## config.mk

```make
export PLATFORM = sky130hd
export DESIGN_NAME = alu_issue_ctrl_flat
export DESIGN_NICKNAME = d
export VERILOG_FILES = /design/src/rtl/alu_issue_pkg.sv /design/src/rtl/alu_issue_ctrl_if.sv /design/src/rtl/alu_rsp_fifo.sv /design/src/rtl/alu_issue_ctrl.sv /design/src/flat_wrapper.sv
export SDC_FILE = /design/constraint.sdc
export NUM_CORES = 1
export LEC_CHECK = 0
export ABC_AREA = 1
export CORE_MARGIN = 3
export CORE_UTILIZATION = 35
export CTS_CLUSTER_SIZE = 25
export DETAILED_ROUTE_END_ITERATION = 7
export PLACE_DENSITY = 0.67
export SYNTH_ARGS = -nofsm -noshare
export SYNTH_HDL_FRONTEND = slang
export SYNTH_SLANG_ARGS = --single-unit
```

## constraint.sdc

```tcl
create_clock -name clk -period 3.8 [get_ports clk]
set_input_delay 0.76 -clock clk [delete_from_list [all_inputs] [get_ports clk]]
set_output_delay 0.76 -clock clk [all_outputs]
set_load 0.01 [all_outputs]
```

## src/rtl/alu_issue_pkg.sv

```systemverilog
// Shared definitions for the ALU issue controller.
//   - data/opcode widths and the opcode encodings of the 64-bit ALU
//   - ALU_LATENCY: clock edges from operand registration to Z being valid
//   - alu_result_t: the ALU result bundle stored in the response FIFO
//   - is_legal_op(): true for opcodes the ALU implements
package alu_issue_pkg;

  localparam int DATA_W      = 64;
  localparam int OP_W        = 4;
  localparam int ALU_LATENCY = 2;

  localparam logic [OP_W-1:0] OP_AND = 4'b0000;
  localparam logic [OP_W-1:0] OP_OR  = 4'b0001;
  localparam logic [OP_W-1:0] OP_XOR = 4'b0010;
  localparam logic [OP_W-1:0] OP_SHL = 4'b0100;
  localparam logic [OP_W-1:0] OP_SHR = 4'b0101;
  localparam logic [OP_W-1:0] OP_ADD = 4'b1000;
  localparam logic [OP_W-1:0] OP_SUB = 4'b1001;
  localparam logic [OP_W-1:0] OP_LT  = 4'b1010;
  localparam logic [OP_W-1:0] OP_LTU = 4'b1011;
  localparam logic [OP_W-1:0] OP_GT  = 4'b1100;
  localparam logic [OP_W-1:0] OP_GE  = 4'b1101;
  localparam logic [OP_W-1:0] OP_EQ  = 4'b1110;
  localparam logic [OP_W-1:0] OP_NE  = 4'b1111;

  typedef struct packed {
    logic [DATA_W-1:0] z;
    logic              carry;
    logic              overflow;
  } alu_result_t;

  localparam int RESULT_W = $bits(alu_result_t);

  // 0011, 0110 and 0111 are holes in the ALU's opcode map.
  function automatic logic is_legal_op(input logic [OP_W-1:0] op);
    return !((op == 4'b0011) || (op == 4'b0110) || (op == 4'b0111));
  endfunction

endpackage

```

## src/rtl/alu_issue_ctrl_if.sv

```systemverilog
// Bus bundle for alu_issue_ctrl: request channel, response channel,
// ALU drive/return signals and the busy flag.
//   master : sequencer side (drives requests, accepts responses)
//   slave  : alu_issue_ctrl
//   alu    : the ALU64bit side (consumes drive, returns Z/flags)
//
// Handshake (both req_* and rsp_*): a transfer happens on the rising clock
// edge of any cycle in which valid and ready are both high. The sender holds
// valid and payload steady until that cycle; ready may change freely and
// never depends on valid of the same channel.
interface alu_issue_ctrl_if
  import alu_issue_pkg::*;
#(
  parameter int TAG_W = 4
);
  logic              req_valid;
  logic              req_ready;
  logic [DATA_W-1:0] req_a;
  logic [DATA_W-1:0] req_b;
  logic [OP_W-1:0]   req_op;
  logic [TAG_W-1:0]  req_tag;

  logic [DATA_W-1:0] alu_a;
  logic [DATA_W-1:0] alu_b;
  logic [OP_W-1:0]   alu_opcode;
  logic [DATA_W-1:0] alu_z;
  logic              alu_carry;
  logic              alu_overflow;

  logic              rsp_valid;
  logic              rsp_ready;
  logic [DATA_W-1:0] rsp_z;
  logic              rsp_carry;
  logic              rsp_overflow;
  logic              rsp_err;
  logic [TAG_W-1:0]  rsp_tag;

  logic              busy;

  modport master (
    output req_valid, req_a, req_b, req_op, req_tag, rsp_ready,
    input  req_ready, rsp_valid, rsp_z, rsp_carry, rsp_overflow,
           rsp_err, rsp_tag, busy
  );

  modport slave (
    input  req_valid, req_a, req_b, req_op, req_tag, rsp_ready,
           alu_z, alu_carry, alu_overflow,
    output req_ready, rsp_valid, rsp_z, rsp_carry, rsp_overflow,
           rsp_err, rsp_tag, busy, alu_a, alu_b, alu_opcode
  );

  modport alu (
    input  alu_a, alu_b, alu_opcode,
    output alu_z, alu_carry, alu_overflow
  );

endinterface

```

## src/rtl/alu_rsp_fifo.sv

```systemverilog
// Synchronous FIFO with occupancy count; holds completed ALU responses.
//   clk, rst     : clock, synchronous active-high reset (clears pointers/count)
//   push_i       : write push_data_i (ignored when full)
//   pop_i        : advance read pointer (ignored when empty)
//   pop_data_o   : current head entry
//   count_o      : number of stored entries, 0..DEPTH
// DEPTH must be a power of two so pointers wrap naturally.
module alu_rsp_fifo #(
  parameter int DEPTH = 4,
  parameter int WIDTH = 8
) (
  input  logic                       clk,
  input  logic                       rst,
  input  logic                       push_i,
  input  logic [WIDTH-1:0]           push_data_i,
  input  logic                       pop_i,
  output logic [WIDTH-1:0]           pop_data_o,
  output logic [$clog2(DEPTH):0]     count_o
);

  localparam int PTR_W = $clog2(DEPTH);
  localparam int CNT_W = PTR_W + 1;

  logic [WIDTH-1:0] mem_q [DEPTH];
  logic [PTR_W-1:0] wr_ptr_q, wr_ptr_d;
  logic [PTR_W-1:0] rd_ptr_q, rd_ptr_d;
  logic [CNT_W-1:0] count_q, count_d;
  logic             do_push, do_pop;

  assign do_push = push_i && (count_q != CNT_W'(DEPTH));
  assign do_pop  = pop_i && (count_q != '0);

  always_comb begin
    wr_ptr_d = wr_ptr_q;
    rd_ptr_d = rd_ptr_q;
    count_d  = count_q;
    if (do_push) wr_ptr_d = wr_ptr_q + 1'b1;
    if (do_pop)  rd_ptr_d = rd_ptr_q + 1'b1;
    case ({do_push, do_pop})
      2'b10:   count_d = count_q + 1'b1;
      2'b01:   count_d = count_q - 1'b1;
      default: count_d = count_q;
    endcase
  end

  always_ff @(posedge clk) begin
    if (rst) begin
      wr_ptr_q <= '0;
      rd_ptr_q <= '0;
      count_q  <= '0;
    end else begin
      wr_ptr_q <= wr_ptr_d;
      rd_ptr_q <= rd_ptr_d;
      count_q  <= count_d;
    end
  end

  // Storage is not reset; the count decides what is meaningful.
  always_ff @(posedge clk) begin
    if (do_push) mem_q[wr_ptr_q] <= push_data_i;
  end

  assign pop_data_o = mem_q[rd_ptr_q];
  assign count_o    = count_q;

endmodule

```

## src/rtl/alu_issue_ctrl.sv

```systemverilog
// Front end for the 2-cycle pipelined 64-bit ALU.
//   clk, rst : clock, synchronous active-high reset (also resets the ALU)
//   bus      : alu_issue_ctrl_if.slave
//     req_*  : operation requests (valid/ready), tag returned with response
//     alu_*  : ALU operand drive and result return
//     rsp_*  : in-order responses from the response FIFO (valid/ready)
//     busy   : any operation in the valid pipe or the FIFO
// One request may be accepted per cycle. A tagged valid pipe tracks each
// operation through the ALU latency; on leaving the pipe the ALU result is
// written into the FIFO. Requests are only accepted while a FIFO slot is
// guaranteed for every operation already in flight (credit scheme).
module alu_issue_ctrl
  import alu_issue_pkg::*;
#(
  parameter int FIFO_DEPTH = 4,
  parameter int TAG_W      = 4
) (
  input logic             clk,
  input logic             rst,
  alu_issue_ctrl_if.slave bus
);

  localparam int CNT_W  = $clog2(FIFO_DEPTH) + 1;
  localparam int FIFO_W = RESULT_W + 1 + TAG_W;
  localparam int LAST   = ALU_LATENCY - 1;

  logic                   accept, legal, issue;
  logic [ALU_LATENCY-1:0] pv_q, pv_d;
  logic [TAG_W-1:0]       ptag_q [ALU_LATENCY];
  logic [TAG_W-1:0]       ptag_d [ALU_LATENCY];
  logic                   perr_q [ALU_LATENCY];
  logic                   perr_d [ALU_LATENCY];

  logic                   push, pop;
  alu_result_t            cap_res;
  logic [FIFO_W-1:0]      push_data, head;
  logic [CNT_W-1:0]       fifo_count;
  logic [CNT_W:0]         inflight;

  // ---------------------------------------------------------------- issue
  assign legal  = is_legal_op(bus.req_op);
  assign accept = bus.req_valid && bus.req_ready;
  assign issue  = accept && legal;

  // Illegal or absent requests present zeros so the ALU sees a quiet input.
  assign bus.alu_a      = issue ? bus.req_a  : '0;
  assign bus.alu_b      = issue ? bus.req_b  : '0;
  assign bus.alu_opcode = issue ? bus.req_op : '0;

  // ----------------------------------------------------------- valid pipe
  always_comb begin
    pv_d   = pv_q;
    ptag_d = ptag_q;
    perr_d = perr_q;
    for (int i = LAST; i > 0; i--) begin
      pv_d[i]   = pv_q[i-1];
      ptag_d[i] = ptag_q[i-1];
      perr_d[i] = perr_q[i-1];
    end
    pv_d[0]   = accept;
    ptag_d[0] = bus.req_tag;
    perr_d[0] = !legal;
  end

  always_ff @(posedge clk) begin
    if (rst) pv_q <= '0;
    else     pv_q <= pv_d;
  end

  // Tag/err are only meaningful alongside their valid bit.
  always_ff @(posedge clk) begin
    ptag_q <= ptag_d;
    perr_q <= perr_d;
  end

  // -------------------------------------------------------------- capture
  // The last pipe stage lines up with the cycle in which the ALU's Z
  // register holds this operation's result.
  always_comb begin
    cap_res = '0;
    if (!perr_q[LAST]) begin
      cap_res = '{z: bus.alu_z, carry: bus.alu_carry, overflow: bus.alu_overflow};
    end
    push_data = {cap_res, perr_q[LAST], ptag_q[LAST]};
  end

  assign push = pv_q[LAST];
  assign pop  = bus.rsp_valid && bus.rsp_ready;

  alu_rsp_fifo #(
    .DEPTH (FIFO_DEPTH),
    .WIDTH (FIFO_W)
  ) u_rsp_fifo (
    .clk         (clk),
    .rst         (rst),
    .push_i      (push),
    .push_data_i (push_data),
    .pop_i       (pop),
    .pop_data_o  (head),
    .count_o     (fifo_count)
  );

  // --------------------------------------------------------------- credit
  // Every in-flight operation owns a future FIFO slot. A pop in this cycle
  // is deliberately not counted, keeping req_ready off the rsp_ready path.
  always_comb begin
    inflight = {1'b0, fifo_count};
    for (int i = 0; i < ALU_LATENCY; i++) begin
      inflight = inflight + (CNT_W+1)'(pv_q[i]);
    end
  end

  assign bus.req_ready = inflight < (CNT_W+1)'(FIFO_DEPTH);

  // ------------------------------------------------------------- response
  // Payload is gated so an empty FIFO never exposes stale storage.
  assign bus.rsp_valid    = fifo_count != '0;
  assign bus.rsp_z        = bus.rsp_valid ? head[FIFO_W-1 -: DATA_W] : '0;
  assign bus.rsp_carry    = bus.rsp_valid && head[TAG_W+2];
  assign bus.rsp_overflow = bus.rsp_valid && head[TAG_W+1];
  assign bus.rsp_err      = bus.rsp_valid && head[TAG_W];
  assign bus.rsp_tag      = bus.rsp_valid ? head[TAG_W-1:0] : '0;

  assign bus.busy = (|pv_q) || (fifo_count != '0);

endmodule

```

## src/flat_wrapper.sv

```systemverilog
// flat-port wrapper written by rule: the top's interface ports become plain ports
module alu_issue_ctrl_flat import alu_issue_pkg::*;
#(
  parameter int FIFO_DEPTH = 4,
  parameter int TAG_W      = 4
)
  (clk, rst, bus_req_valid, bus_req_a, bus_req_b, bus_req_op, bus_req_tag, bus_rsp_ready, bus_alu_z, bus_alu_carry, bus_alu_overflow, bus_req_ready, bus_rsp_valid, bus_rsp_z, bus_rsp_carry, bus_rsp_overflow, bus_rsp_err, bus_rsp_tag, bus_busy, bus_alu_a, bus_alu_b, bus_alu_opcode);
  alu_issue_ctrl_if #(.TAG_W(TAG_W)) bus_i ();
  input logic clk;
  input logic rst;
  input wire logic [$bits(bus_i.req_valid)-1:0] bus_req_valid;
  input wire logic [$bits(bus_i.req_a)-1:0] bus_req_a;
  input wire logic [$bits(bus_i.req_b)-1:0] bus_req_b;
  input wire logic [$bits(bus_i.req_op)-1:0] bus_req_op;
  input wire logic [$bits(bus_i.req_tag)-1:0] bus_req_tag;
  input wire logic [$bits(bus_i.rsp_ready)-1:0] bus_rsp_ready;
  input wire logic [$bits(bus_i.alu_z)-1:0] bus_alu_z;
  input wire logic [$bits(bus_i.alu_carry)-1:0] bus_alu_carry;
  input wire logic [$bits(bus_i.alu_overflow)-1:0] bus_alu_overflow;
  output wire logic [$bits(bus_i.req_ready)-1:0] bus_req_ready;
  output wire logic [$bits(bus_i.rsp_valid)-1:0] bus_rsp_valid;
  output wire logic [$bits(bus_i.rsp_z)-1:0] bus_rsp_z;
  output wire logic [$bits(bus_i.rsp_carry)-1:0] bus_rsp_carry;
  output wire logic [$bits(bus_i.rsp_overflow)-1:0] bus_rsp_overflow;
  output wire logic [$bits(bus_i.rsp_err)-1:0] bus_rsp_err;
  output wire logic [$bits(bus_i.rsp_tag)-1:0] bus_rsp_tag;
  output wire logic [$bits(bus_i.busy)-1:0] bus_busy;
  output wire logic [$bits(bus_i.alu_a)-1:0] bus_alu_a;
  output wire logic [$bits(bus_i.alu_b)-1:0] bus_alu_b;
  output wire logic [$bits(bus_i.alu_opcode)-1:0] bus_alu_opcode;
  assign bus_i.req_valid = bus_req_valid;
  assign bus_i.req_a = bus_req_a;
  assign bus_i.req_b = bus_req_b;
  assign bus_i.req_op = bus_req_op;
  assign bus_i.req_tag = bus_req_tag;
  assign bus_i.rsp_ready = bus_rsp_ready;
  assign bus_i.alu_z = bus_alu_z;
  assign bus_i.alu_carry = bus_alu_carry;
  assign bus_i.alu_overflow = bus_alu_overflow;
  assign bus_req_ready = bus_i.req_ready;
  assign bus_rsp_valid = bus_i.rsp_valid;
  assign bus_rsp_z = bus_i.rsp_z;
  assign bus_rsp_carry = bus_i.rsp_carry;
  assign bus_rsp_overflow = bus_i.rsp_overflow;
  assign bus_rsp_err = bus_i.rsp_err;
  assign bus_rsp_tag = bus_i.rsp_tag;
  assign bus_busy = bus_i.busy;
  assign bus_alu_a = bus_i.alu_a;
  assign bus_alu_b = bus_i.alu_b;
  assign bus_alu_opcode = bus_i.alu_opcode;
  alu_issue_ctrl #(.FIFO_DEPTH(FIFO_DEPTH), .TAG_W(TAG_W)) u_core (.clk(clk), .rst(rst), .bus(bus_i));
endmodule
```

* Word-level counts from Yosys, hierarchy flattened *
Memory sizes are Yosys's and may differ from the RTL's. A register that Yosys moved wholly into a read port is not among the register bits.
Index checks and enable logic that the tools add are counted.

word-level totals
  logic and storage cells = 48
  output and inout bits = 206
  register bits after elaboration = 19
  memories = 1
  input bits = 206
  RAM bits = 284

cells by class
  magnitude comparators = 1
  muxes and demuxes = 11
  reduce and logical (&&, ||, !) cells = 15
  equality and inequality tests = 6
  $add $sub $neg = 6

memories
  name                     depth  width  rd ports  clocked after memory_dff  wr ports  line                source
  u_core.u_rsp_fifo.mem_q  4      71     1         1                         1         alu_rsp_fifo.sv:24  logic [WIDTH-1:0] mem_q [DEPTH];

operators by type and width
  kind                   count
  $mux W64               3
  $mux W66               1
  $eq A4 B3 Y1 const B   2
  $logic_and A1 B1 Y1    8
  $mux W4                2
  $pmux W3 S2            1
  $add A2 B1 Y2 const B  2
  $add A3 B1 Y4          1
  $add A4 B1 Y4          1
  $eq A4 B2 Y1 const B   1
  $lt A4 B3 Y1 const B   1
  $mux W2                2
  $add A3 B1 Y3 const B  1
  $logic_or A1 B1 Y1     3
  $ne A3 B3 Y1 const B   1
  $reduce_bool A3 Y1     1
  $sub A3 B1 Y3 const B  1
  $eq A2 B1 Y1 const B   1
  $eq A2 B2 Y1 const B   1
  $mux W1                2
  $reduce_bool A2 Y1     1
  $reduce_or A2 Y1       1
  $logic_not A1 Y1       1

* Logic depth before layout (Yosys ltp) *
Gate-level depths: netlist of run 1.

  depth in word-level cells = 6
  mapped depth = 13
  gate-level depth less buffers = 13

* Modules after synthesis *
A second synthesis of run 1 with hierarchy kept.

second synthesis, totals
  cell total of the unflattened synthesis = 1355
  area total of the unflattened synthesis = 13832.0 um^2

modules (own cells, without submodules)
  module          cells each  seq. area each (um^2)  area an instance (um^2)  instances
  alu_rsp_fifo    755         8708.4                 11006.8                  1
  alu_issue_ctrl  600         240.2                  2825.2                   1

* Worst setup path after synthesis of run 1 *
OpenSTA, ideal clock, no wires.

  path type = register to register
  start point = reg u_core.u_rsp_fifo.count_q[1] (netlist: u_core.u_rsp_fifo.count_o[1])
  end point = mem u_core.u_rsp_fifo.mem_q[0][0] (netlist bit) (enable)
  cell stages (with the launch flop) = 5
  required time = 3299 ps
  slack = -329 ps
  path buffers = 0
  library setup time = 501 ps
  arrival = 3629 ps
  clock period less this slack = 4129 ps
  cells stage by stage = dfxtp_1 > nor2_1 > nand2_1 > nand2_1 > nor2_1

on the way
  word-level cells in the longest chain between the ends = 4

ends and longest elaborated chain
  item                           line                source
  start, declared                alu_rsp_fifo.sv:27  logic [CNT_W-1:0] count_q, count_d;
  start signal, assigned         alu_rsp_fifo.sv:54  count_q <= count_d;
  $ne A3 B3 Y1                   alu_rsp_fifo.sv:30  assign do_push = push_i && (count_q != CNT_W'(DEPTH));
  $logic_and A1 B1 Y1            alu_rsp_fifo.sv:30
  $mux W1                        alu_rsp_fifo.sv:60  if (do_push) mem_q[wr_ptr_q] <= push_data_i;
  $mux W1 (not written as such)  alu_rsp_fifo.sv:60
  end, declared                  alu_rsp_fifo.sv:24

No other way between the ends.

==> summary.md, run 1 <==
| Metric | Value |
|---|---|
| Outcome | finished, final reports clean |
| First-pass GRT wire length | ~60000 um |
| CTS hold repair buffers | 0 |
| First DRT Iteration DRCs | 520 |
| Ys flop type | edfxtp_1 |
| Most area-consuming cells after synthesis | edfxtp_1, nor2_1, inv_1 |
| Largest net degree at the start of global routing | 92 |
| Clock Sinks | 305 |
| Flops & latches, synth | 305 |
| Rows | 71 |
| Gate power share | between 30% and 40% |
| RSZ-0062 raised after global routing | false |
| # setup viols final | 0 |
| Cells after DPL | 2222 |
| Synth cell count leaders | nor2_1, edfxtp_1, inv_1 |
| P_sw | between 0.003 and 0.004 W |
| Worst hold margin | ~330 ps |
| Cell area power density | about 570 nW/um2 |
| Vias | between 10000 and 15000 |
| Switch share | between 30% and 40% |
| Antenna Nets Post-Route | 0 |
| Inserted Clock Buffers | 29 |
| Crit path DAT | 2800 ps |
| Maximum net fanout on the critical path | 59 |
| Avg Cell Area, Syn | around 10 um2 |
| Hold crit path type | reg -> reg |
| Clk slew on worst S/H paths | 60 ps |
| Die Width | 202.1 um |
| Reg2reg setup slack | roughly 1600 ps |
| Pint | ~0.0074 W |
| Critical R2R Launch | u_core.u_rsp_fifo.count_o[1] |
| Initial antenna violation count | 11 |
| Overall Power | roughly 0.011 W |
| Port-buffer cells | between 400 and 500 |
| Hold depth | 0 |
| DRC violations left | 0 |
| Reg2Reg Depth | 5 |
| Clock Power Share | roughly 28% |
| Relative slew slack | between 50% and 60% |
| Hold_sp | u_core.ptag_d[3] |
| Gr busiest metal | met2 |
| Non-Filler Instances | 2282 |
| Setup TNS | 0 ps |
| Placer congestion estimate | roughly 0.88 |
| Hold Path End | u_core.ptag_q[3] |
| Cell area after synthesis | approximately 13000 um2 |
| Die Y | roughly 200 um |
| Gr ovfl total | 0 |
| FF-to-FF End | u_core.u_rsp_fifo.mem_q[3][36] |
| Vias in the first global route | between 10000 and 15000 |
| Clock skew | roughly 13 ps |
| Largest area contributor in the synthesized netlist | edfxtp_1 |
| TritonRoute pass-1 iters | 5 |
| GRT met2 Usage | roughly 37% |
| Setup Fix Bufs, Post-CTS | 0 |
| CTS root buffer | clkbuf_16 |
| Final WL | 40120 um |
| Seq/Total Area, Yosys | between 60% and 70% |
| Nets@finish | around 2000 |
| Tmin final | roughly 3600 ps |
| Flop pwr share | 36.1% |
| Most frequent cell after synthesis | nor2_1 |
| Worst-Margin Slew | just over 700 ps |
| Insertion delay to the later sink of the worst-skew pair | roughly 530 ps |
| Fmax | 280.9 MHz |
| CTS Buffer Depth | 3 |
| Crit path kind | reg -> out |
| Num ports | 412 |
| Mapped Nets | around 1600 |
| GRT Overall Usage | between 10% and 20% |
| Final-layout fill cell count | between 3000 and 4000 |
| CTS tree | built |
| VDD IR max | between 0.4 and 0.5 mV |
| Met3 Resource Use GR | 3.624% |
| Yosys top cell area share | between 60% and 70% |
| P_leak | ~7.5 nW |
| MaxCap Viol Count | 0 |
| Die footprint | 40830 um2 |
| Critical Path Start Type | register |
| CP endpoint kind | output pin |
| Share of cells above drive strength 1 | between 4 and 5% |
| Synth cell types | 22 |
| Post-DP HPWL | 27650 um |
| WL per Instance | 17.58 um |
| Initial Util | roughly 36% |
| Post-synth ARST share | 0% |
| Final period utilization | 93.70% |
| Area Growth Syn to Fin | 42.10% |
| Required @ worst endpoint | roughly 3000 ps |
| EDFF count, synth | between 200 and 300 |
| CTS resizes | 0 |
| Warnings from Yosys | 0 |
| Synth Instances | 1351 |
| M1 GR Usage | 19.96% |
| Max H-tree Level | 1 |
| Core ar. | around 38000 um2 |
| Final max-slew violation count | 0 |
| DR vias/cell | approximately 4.6 |
| Final Hold Viols | 0 |
-- worst max path at each step --
stage,start,end,slack (ps),cells after the start
floorplan,u_core.u_rsp_fifo.count_o[1],u_core.u_rsp_fifo.mem_q[0][0],-330,4
finish,register,bus_rsp_z[11],240,6
detailed placement,bus_req_op[1],bus_alu_b[55],460,8
global route,register,bus_rsp_z[44],7,6
global placement,bus_req_op[2],bus_alu_b[0],460,8
CTS,register,bus_rsp_z[11],160,6
-- power by group through the flow --
stage          Sequential, W  Clock [W]  Combinational [W]
6_report             0.00392    0.00303            0.00389
5_1_grt              0.00394    0.00325            0.00424
4_1_cts              0.00392    0.00311            0.00397
3_5_place_dp         0.00400          0            0.00395
3_3_place_gp         0.00399          0            0.00393
2_1_floorplan        0.00390          0            0.00196
-- cells in the final DEF (no fill, tap or decap), types with 13 or more instances in the layout --
cell	count
inv_1	215
dfxtp_1	18
o21ai_1	80
edfxtp_1	284
clkdlybuf4s50_1	411
clkbuf_16	29
a21oi_1	77
o21ai_0	64
nand2_1	22
buf_4	13
nor2_1	482
-- stage by stage --
stage | setup WS [ps] | area (um2) | utilization, %
3_3_place_gp | 458.8 | 18080 | 47.90
5_1_grt | 7.412 | 19120 | 50.64
6_report | 239.4 | 19120 | 50.64
4_1_cts | 162.0 | 19100 | 50.59
3_5_place_dp | 460.4 | 18080 | 47.90
2_1_floorplan | -329.5 | 13460 | -
-- critical path: stages, from the launching register on --
cell,delay [ps]
dfxtp_4,790
buf_4,350
nor2_1,80
nor2_1,70
o21ai_0,80
a21oi_1,250
clkdlybuf4s50_1,590
-- registers in the layout (all words and copies together) (netlist names), named ones only --
signal and count:
u_core.perr_d 1, u_core.perr_q 1, u_core.ptag_d 4, u_core.ptag_q 4, u_core.pv_q 2, u_core.u_rsp_fifo.count_o 3
u_core.u_rsp_fifo.mem_q 284, u_core.u_rsp_fifo.rd_ptr_q 2, u_core.u_rsp_fifo.wr_ptr_q 2
-- cell type report --
type,count,area (um2),area share [%]
diodes,7,17.52,0.09162
clock buffers,37,795.8,4.162
clock inverters,16,222.7,1.165
inverters,220,828.3,4.332
multi-input cells,752,3247,16.98
flip-flops and latches,305,8957,46.85
well taps,511,639.4,3.344
repair buffers,434,4412,23.07
-- cell families (layout without fill, tap and decap cells) --
group | Yosys count | count (layout) | synth area share (%)
AND/OR/NAND/NOR | 524 | 524 | 14.92
flip-flops | 305 | 305 | 66.51
buffers and inverters | 294 | 707 | 9.652
AO/OA/AOI/OAI | 221 | 221 | 8.220
adder cells (fa/ha/maj) | 7 | 7 | 0.7067
other | 0 | 7 | 0
-- routing by layer --
metal | vias up | part of all wire [%]
met5 | - | 0.085
met4 | 4 | 3.4
met3 | 72 | 6.9
met2 | 427 | 55
met1 | 5004 | 35
li1 | 5103 | -
No activity file was read; power rests on OpenSTA's default activity.
==> inputs of run 2 (changes only) <==
==> constraint.sdc (replaced) <==
create_clock -name clk -period 3.8 [get_ports clk]
set_input_delay 0.76 -clock clk [delete_from_list [all_inputs] [get_ports clk]]
set_output_delay 0.76 -clock clk [all_outputs]
set_load 0.005 [all_outputs]
==> summary.md, run 2 (same netlist as run 1, synthesis figures left out) <==
| Metric | Value |
|---|---|
| # setup viols final | 0 (unchanged) |
| Final Hold Viols | 0 (unchanged) |
| GRT Overall Usage | 18.57% (-0.44 points) |
| Setup ws final | 291.3 ps (+51.92 ps) |
| WL per Instance | 17.45 um (-0.73%) |
| Most frequent cells in the layout | nor2_1, clkdlybuf4s50_1, edfxtp_1 |
| Overall Power | 0.01020 W (-6.0%) |
| Port-buffer cells | 411 (unchanged) |
| Share of cells above drive strength 1 | 4.429% (-0.50 points) |
| RSZ-0062 raised after global routing | false |
| Largest register by flop count | u_core.u_rsp_fifo.mem_q |
| Maximum net fanout on the critical path | 46 (-22%) |
| Inserted Clock Buffers | 28 (-3.4%) |
| Final core occ | 50.14% (-0.50 points) |
| Initial antenna violation count | 11 (unchanged) |
| Largest net degree at the start of global routing | 92 (unchanged) |
| VDD IR max | 0.3555 mV (-26%) |
| Outcome | finished, final reports clean |
| Final WL | 39770 um (-0.86%) |
| MaxCap Viol Count | 0 (unchanged) |
| Area Growth Syn to Fin | 40.70% |
| CTS root buffer | clkbuf_16 |
| P_leak | 7.364 nW (-1.3%) |
| Post-DP HPWL | 27260 um (-1.4%) |
| Die footprint | 40830 um2 (unchanged) |
| Max reg flops | 284 (unchanged) |
| DR vias/cell | 4.610 (-0.85%) |
| Commonest non-fill, non-tap cell in the layout | nor2_1 |
| CTS Buffer Depth | 3 (unchanged) |
| Num ports | 412 (unchanged) |
| Rows | 71 (unchanged) |
| Antenna Nets Post-Route | 0 (unchanged) |
| CTS hold repair buffers | 0 (unchanged) |
| Crit path DAT | 2750 ps (-50 ps) |
| Worst hold margin | 330.3 ps (+4.300 ps) |
| Vias in the first global route | 10570 (-2.4%) |
| First-pass GRT wire length | 59130 um (-2.2%) |
| Tmin final | 3509 ps (-51.92 ps) |
| Worst-Margin Slew | 1064 ps (+340.3 ps) |
| Clock Sinks | 305 (unchanged) |
| Pint | 0.007065 W (-5.1%) |
| Required @ worst endpoint | 3040 ps (about the same) |
| CP endpoint kind | output pin |
| Clk slew on worst S/H paths | 60 ps (about the same) |
| Initial Util | 35.64% (unchanged) |
| Gate power share | 36.2% (+0.3 points) |
| Die Width | 202.1 um (unchanged) |
| Max H-tree Level | 1 (unchanged) |
| Fmax | 285.0 MHz (+1.5%) |
| Cell area power density | 538.6 nW/um2 (-5.1%) |
| DRC violations left | 0 (unchanged) |
| First DRT Iteration DRCs | 669 (+29%) |
| Relative slew slack | 28.98% (-23 points) |
| Switch share | 30.72% (-0.62 points) |
| Clock Power Share | 25.6% (-2.4 points) |
| Final max-slew violation count | 0 (unchanged) |
| Dpl ws | 517.3 ps (+56.95 ps) |
| Nets@finish | 1952 (-0.15%) |
| Hold crit path type | reg -> reg |
| Placer congestion estimate | 0.8944 (+1.1%) |
| CTS resizes | 0 (unchanged) |
| Die Y | 202.1 um (unchanged) |
| Setup Fix Bufs, Post-CTS | 0 (unchanged) |
| Flop pwr share | 38.2% (+2.1 points) |
| Vias | 10510 (-0.98%) |
| Critical Path Start Type | register |
| Crit path kind | reg -> out |
| P_sw | 0.003132 W (-7.9%) |
| Clock skew | 7.477 ps (-5.372 ps) |
| Core ar. | 37760 um2 (unchanged) |
| Gr ovfl total | 0 (unchanged) |
| TritonRoute pass-1 iters | 5 (unchanged) |
| CTS tree | built |
| Insertion delay to the later sink of the worst-skew pair | 530 ps (about the same) |
| Final period utilization | 92.33% (-1.4 points) |
[run 2: final timing paths]
| check | from | end | slack, ps | cells past startpoint |
|---|---|---|---|---|
| max | register | bus_rsp_z[41] | 290 | 6 |
| min | u_core.perr_d[0] | u_core.perr_q[0] | 330 | 0 |
| max reg2reg | u_core.u_rsp_fifo.count_o[1] | u_core.u_rsp_fifo.mem_q[0][44] | 1530 | 5 |
| min reg2reg | u_core.perr_d[0] | u_core.perr_q[0] | 330 | 0 |
[run 2: power groups by stage]
stage	registers, W	logic (W)	clock network (W)
floorplan	0.00390	0.00171	0
global placement	0.00397	0.00372	0
detailed placement	0.00397	0.00374	0
CTS	0.00390	0.00377	0.00268
global route	0.00391	0.00404	0.00282
finish	0.00390	0.00369	0.00261
[run 2: cell type report]
type / instances / area [um2]
fillers: 3366 / 18820
flip-flops and latches: 305 / 8957
repair buffers: 432 / 4397
multi-input cells: 752 / 3247
inverters: 220 / 828.3
clock buffers: 38 / 759.5
well taps: 511 / 639.4
clock inverters: 14 / 86.33
diodes: 7 / 17.52
[run 2: per-stage QoR]
step	instances	TNS, ps	area, um2
finish	2279	0	18930
global route	2279	0	18930
CTS	2272	0	18910
detailed placement	2220	0	18070
global placement	2220	0	18070
floorplan	1351	-93570	13460
[run 2: layer usage]
metal / share of wire (%) / track usage, % / vias to the layer above
met5: 0.085 / 0 / -
met1: 36 / 19.58 / 4902
li1: - / - / 5101
met2: 53 / 35.67 / 421
met4: 4.0 / 8.248 / 4
met3: 6.7 / 3.527 / 78
[run 2: critical path: stages (launching register included)]
cell	delay, ps
dfxtp_4	340
inv_2	760
buf_4	370
nor2_1	70
o21ai_1	80
a21oi_1	120
clkdlybuf4s50_1	460
==> inputs of run 3 (changes only) <==
--- a/config.mk
+++ b/config.mk
@@ -7,10 +7,10 @@
 export LEC_CHECK = 0
 export ABC_AREA = 1
 export CORE_MARGIN = 3
-export CORE_UTILIZATION = 35
+export CORE_UTILIZATION = 43
 export CTS_CLUSTER_SIZE = 25
 export DETAILED_ROUTE_END_ITERATION = 7
-export PLACE_DENSITY = 0.67
+export PLACE_DENSITY = 0.79
 export SYNTH_ARGS = -nofsm -noshare
 export SYNTH_HDL_FRONTEND = slang
 export SYNTH_SLANG_ARGS = --single-unit
==> summary.md, run 3 (same netlist as run 1, synthesis figures left out) <==
| Metric | Value |
|---|---|
| GRT Overall Usage | 20.58% (+2.0 points) |
| Cell area power density | 554.0 nW/um2 (+2.9%) |
| Final core occ | 61.58% (+11 points) |
| Max reg flops | 284 (unchanged) |
| Critical Path Start Type | register |
| Final-layout fill cell count | 2383 (-29%) |
| Core ar. | 30750 um2 (-19%) |
| Final WL | 36230 um (-8.9%) |
| Max H-tree Level | 1 (unchanged) |
| Insertion delay to the later sink of the worst-skew pair | 540 ps (about the same) |
| Post-DP HPWL | 23580 um (-13%) |
| Tmin final | 3580 ps (+71.39 ps) |
| Die Width | 182.9 um (-9.5%) |
| Largest register by flop count | u_core.u_rsp_fifo.mem_q |
| TritonRoute pass-1 iters | 5 (unchanged) |
| Commonest non-fill, non-tap cell in the layout | nor2_1 |
| Inserted Clock Buffers | 30 (+7.1%) |
| Num ports | 412 (unchanged) |
| Crit path DAT | 2820 ps (+70 ps) |
| Vias in the first global route | 10430 (-1.4%) |
| Fmax | 279.3 MHz (-2.0%) |
| Worst-Margin Slew | 997.1 ps (-66.69 ps) |
| First DRT Iteration DRCs | 751 (+12%) |
| Required @ worst endpoint | 3040 ps (about the same) |
| Clk slew on worst S/H paths | 60 ps (about the same) |
| Vias | 10440 (-0.66%) |
| Die Y | 182.9 um (-9.5%) |
| Placer congestion estimate | 0.8745 (-2.2%) |
| VDD IR max | 0.3221 mV (-9.4%) |
| Gr ovfl total | 0 (unchanged) |
| Ant. Diodes | 0 (-7) |
| Clock Sinks | 305 (unchanged) |
| Antenna Nets Post-Route | 0 (unchanged) |
| Largest net degree at the start of global routing | 83 (-9.8%) |
| Crit path kind | reg -> out |
| Initial antenna violation count | 0 (-11) |
| Maximum net fanout on the critical path | 82 (+78%) |
| MaxCap Viol Count | 0 (unchanged) |
| Setup Fix Bufs, Post-CTS | 0 (unchanged) |
| Outcome | finished, final reports clean |
| Nets@finish | 1958 (+0.31%) |
| Hold crit path type | reg -> reg |
| CTS hold repair buffers | 0 (unchanged) |
| First-pass GRT wire length | 54640 um (-7.6%) |
| Cells after DPL | 2108 (-5.0%) |
| Share of cells above drive strength 1 | 5.486% (+1.1 points) |
| Rows | 64 (-9.9%) |
| CTS tree | built |
| CTS resizes | 0 (unchanged) |
| Non-Filler Instances | 2164 (-5.0%) |
| Final period utilization | 94.21% (+1.9 points) |
| CTS Buffer Depth | 3 (unchanged) |
| DR vias/cell | 4.823 (+4.6%) |
| Multi-input gate area | 3259 um2 (+0.39%) |
| DRC violations left | 0 (unchanged) |
| WL per Instance | 16.74 um (-4.1%) |
| Clock skew | 12.49 ps (+5.016 ps) |
| Port-buffer cells | 411 (unchanged) |
| Relative slew slack | 33.53% (+4.5 points) |
| RSZ-0062 raised after global routing | false |
| Final Hold Viols | 0 (unchanged) |
| CTS root buffer | clkbuf_16 |
| FF+latch area | 8957 um2 (unchanged) |
| CP endpoint kind | output pin |
| Area Growth Syn to Fin | 40.74% (about the same) |
| # setup viols final | 0 (unchanged) |
| Most frequent cells in the layout | nor2_1, clkdlybuf4s50_1, edfxtp_1 |
| Final max-slew violation count | 0 (unchanged) |
| P_leak | 7.463 nW (+1.3%) |
| Initial Util | 43.76% (+8.1 points) |
| Die footprint | 33450 um2 (-18%) |
-- run 3: cell types whose count changed in the layout (fill, tap and decap cells not counted), sizes merged --
cell,delta
buf,+3
bufinv,+2
diode,-7
clkinv,+1
nand4,+1
-- run 3: path summary, 6_finish.rpt --
check / start / endpoint / slack (ps) / depth (start not counted)
hold / removal: u_core.perr_d[0] / u_core.perr_q[0] / 330 / 0
setup / recovery: register / bus_rsp_err / 220 / 5
setup reg to reg: u_core.u_rsp_fifo.count_o[1] / u_core.u_rsp_fifo.mem_q[1][10] / 1490 / 5
hold reg to reg: u_core.perr_d[0] / u_core.perr_q[0] / 330 / 0
-- run 3: power by group --
part,internal [W],switching (W)
Clock,0.00175,0.00119
Combinational,0.00178,0.00188
Sequential,0.00380,0.0000963
Total,0.00733,0.00316
-- run 3: worst max-delay path: stages, from the launching register on --
cell and delay (ps):
dfxtp_4 480, inv_4 340, buf_12 350, o21ai_0 150, a21oi_1 330, clkdlybuf4s50_1 570
-- run 3: final cells by class --
cell class | instances | area share (%)
clock inverter | 17 | 0.8920
tap | 396 | 2.616
clock buffer | 38 | 4.400
inverter | 220 | 4.374
sequential | 305 | 47.30
timing repair buffer | 435 | 23.20
multi-input combinational | 753 | 17.21
-- run 3: routing by layer --
| metal | wire length [um] | track usage (%) |
|---|---|---|
| met4 | 700 | 5.728 |
| met1 | 15310 | 26.50 |
| met5 | 0 | 0 |
| met2 | 17870 | 36.05 |
| met3 | 2353 | 3.649 |
-- run 3: through the flow --
stage	hold slack [ps]	setup slack (ps)	instance area, um2	total power, W	setup TNS, ps
after floorplan	309.6	-329.5	13460	0.005613	-93570
after global placement	310.9	218.7	17920	0.007562	0
after CTS	326.8	107.1	18920	0.01059	0
final	326.9	219.9	18940	0.01049	0
after detailed placement	312.0	156.6	17920	0.007620	0
after global routing	329.8	31.50	18940	0.01103	0
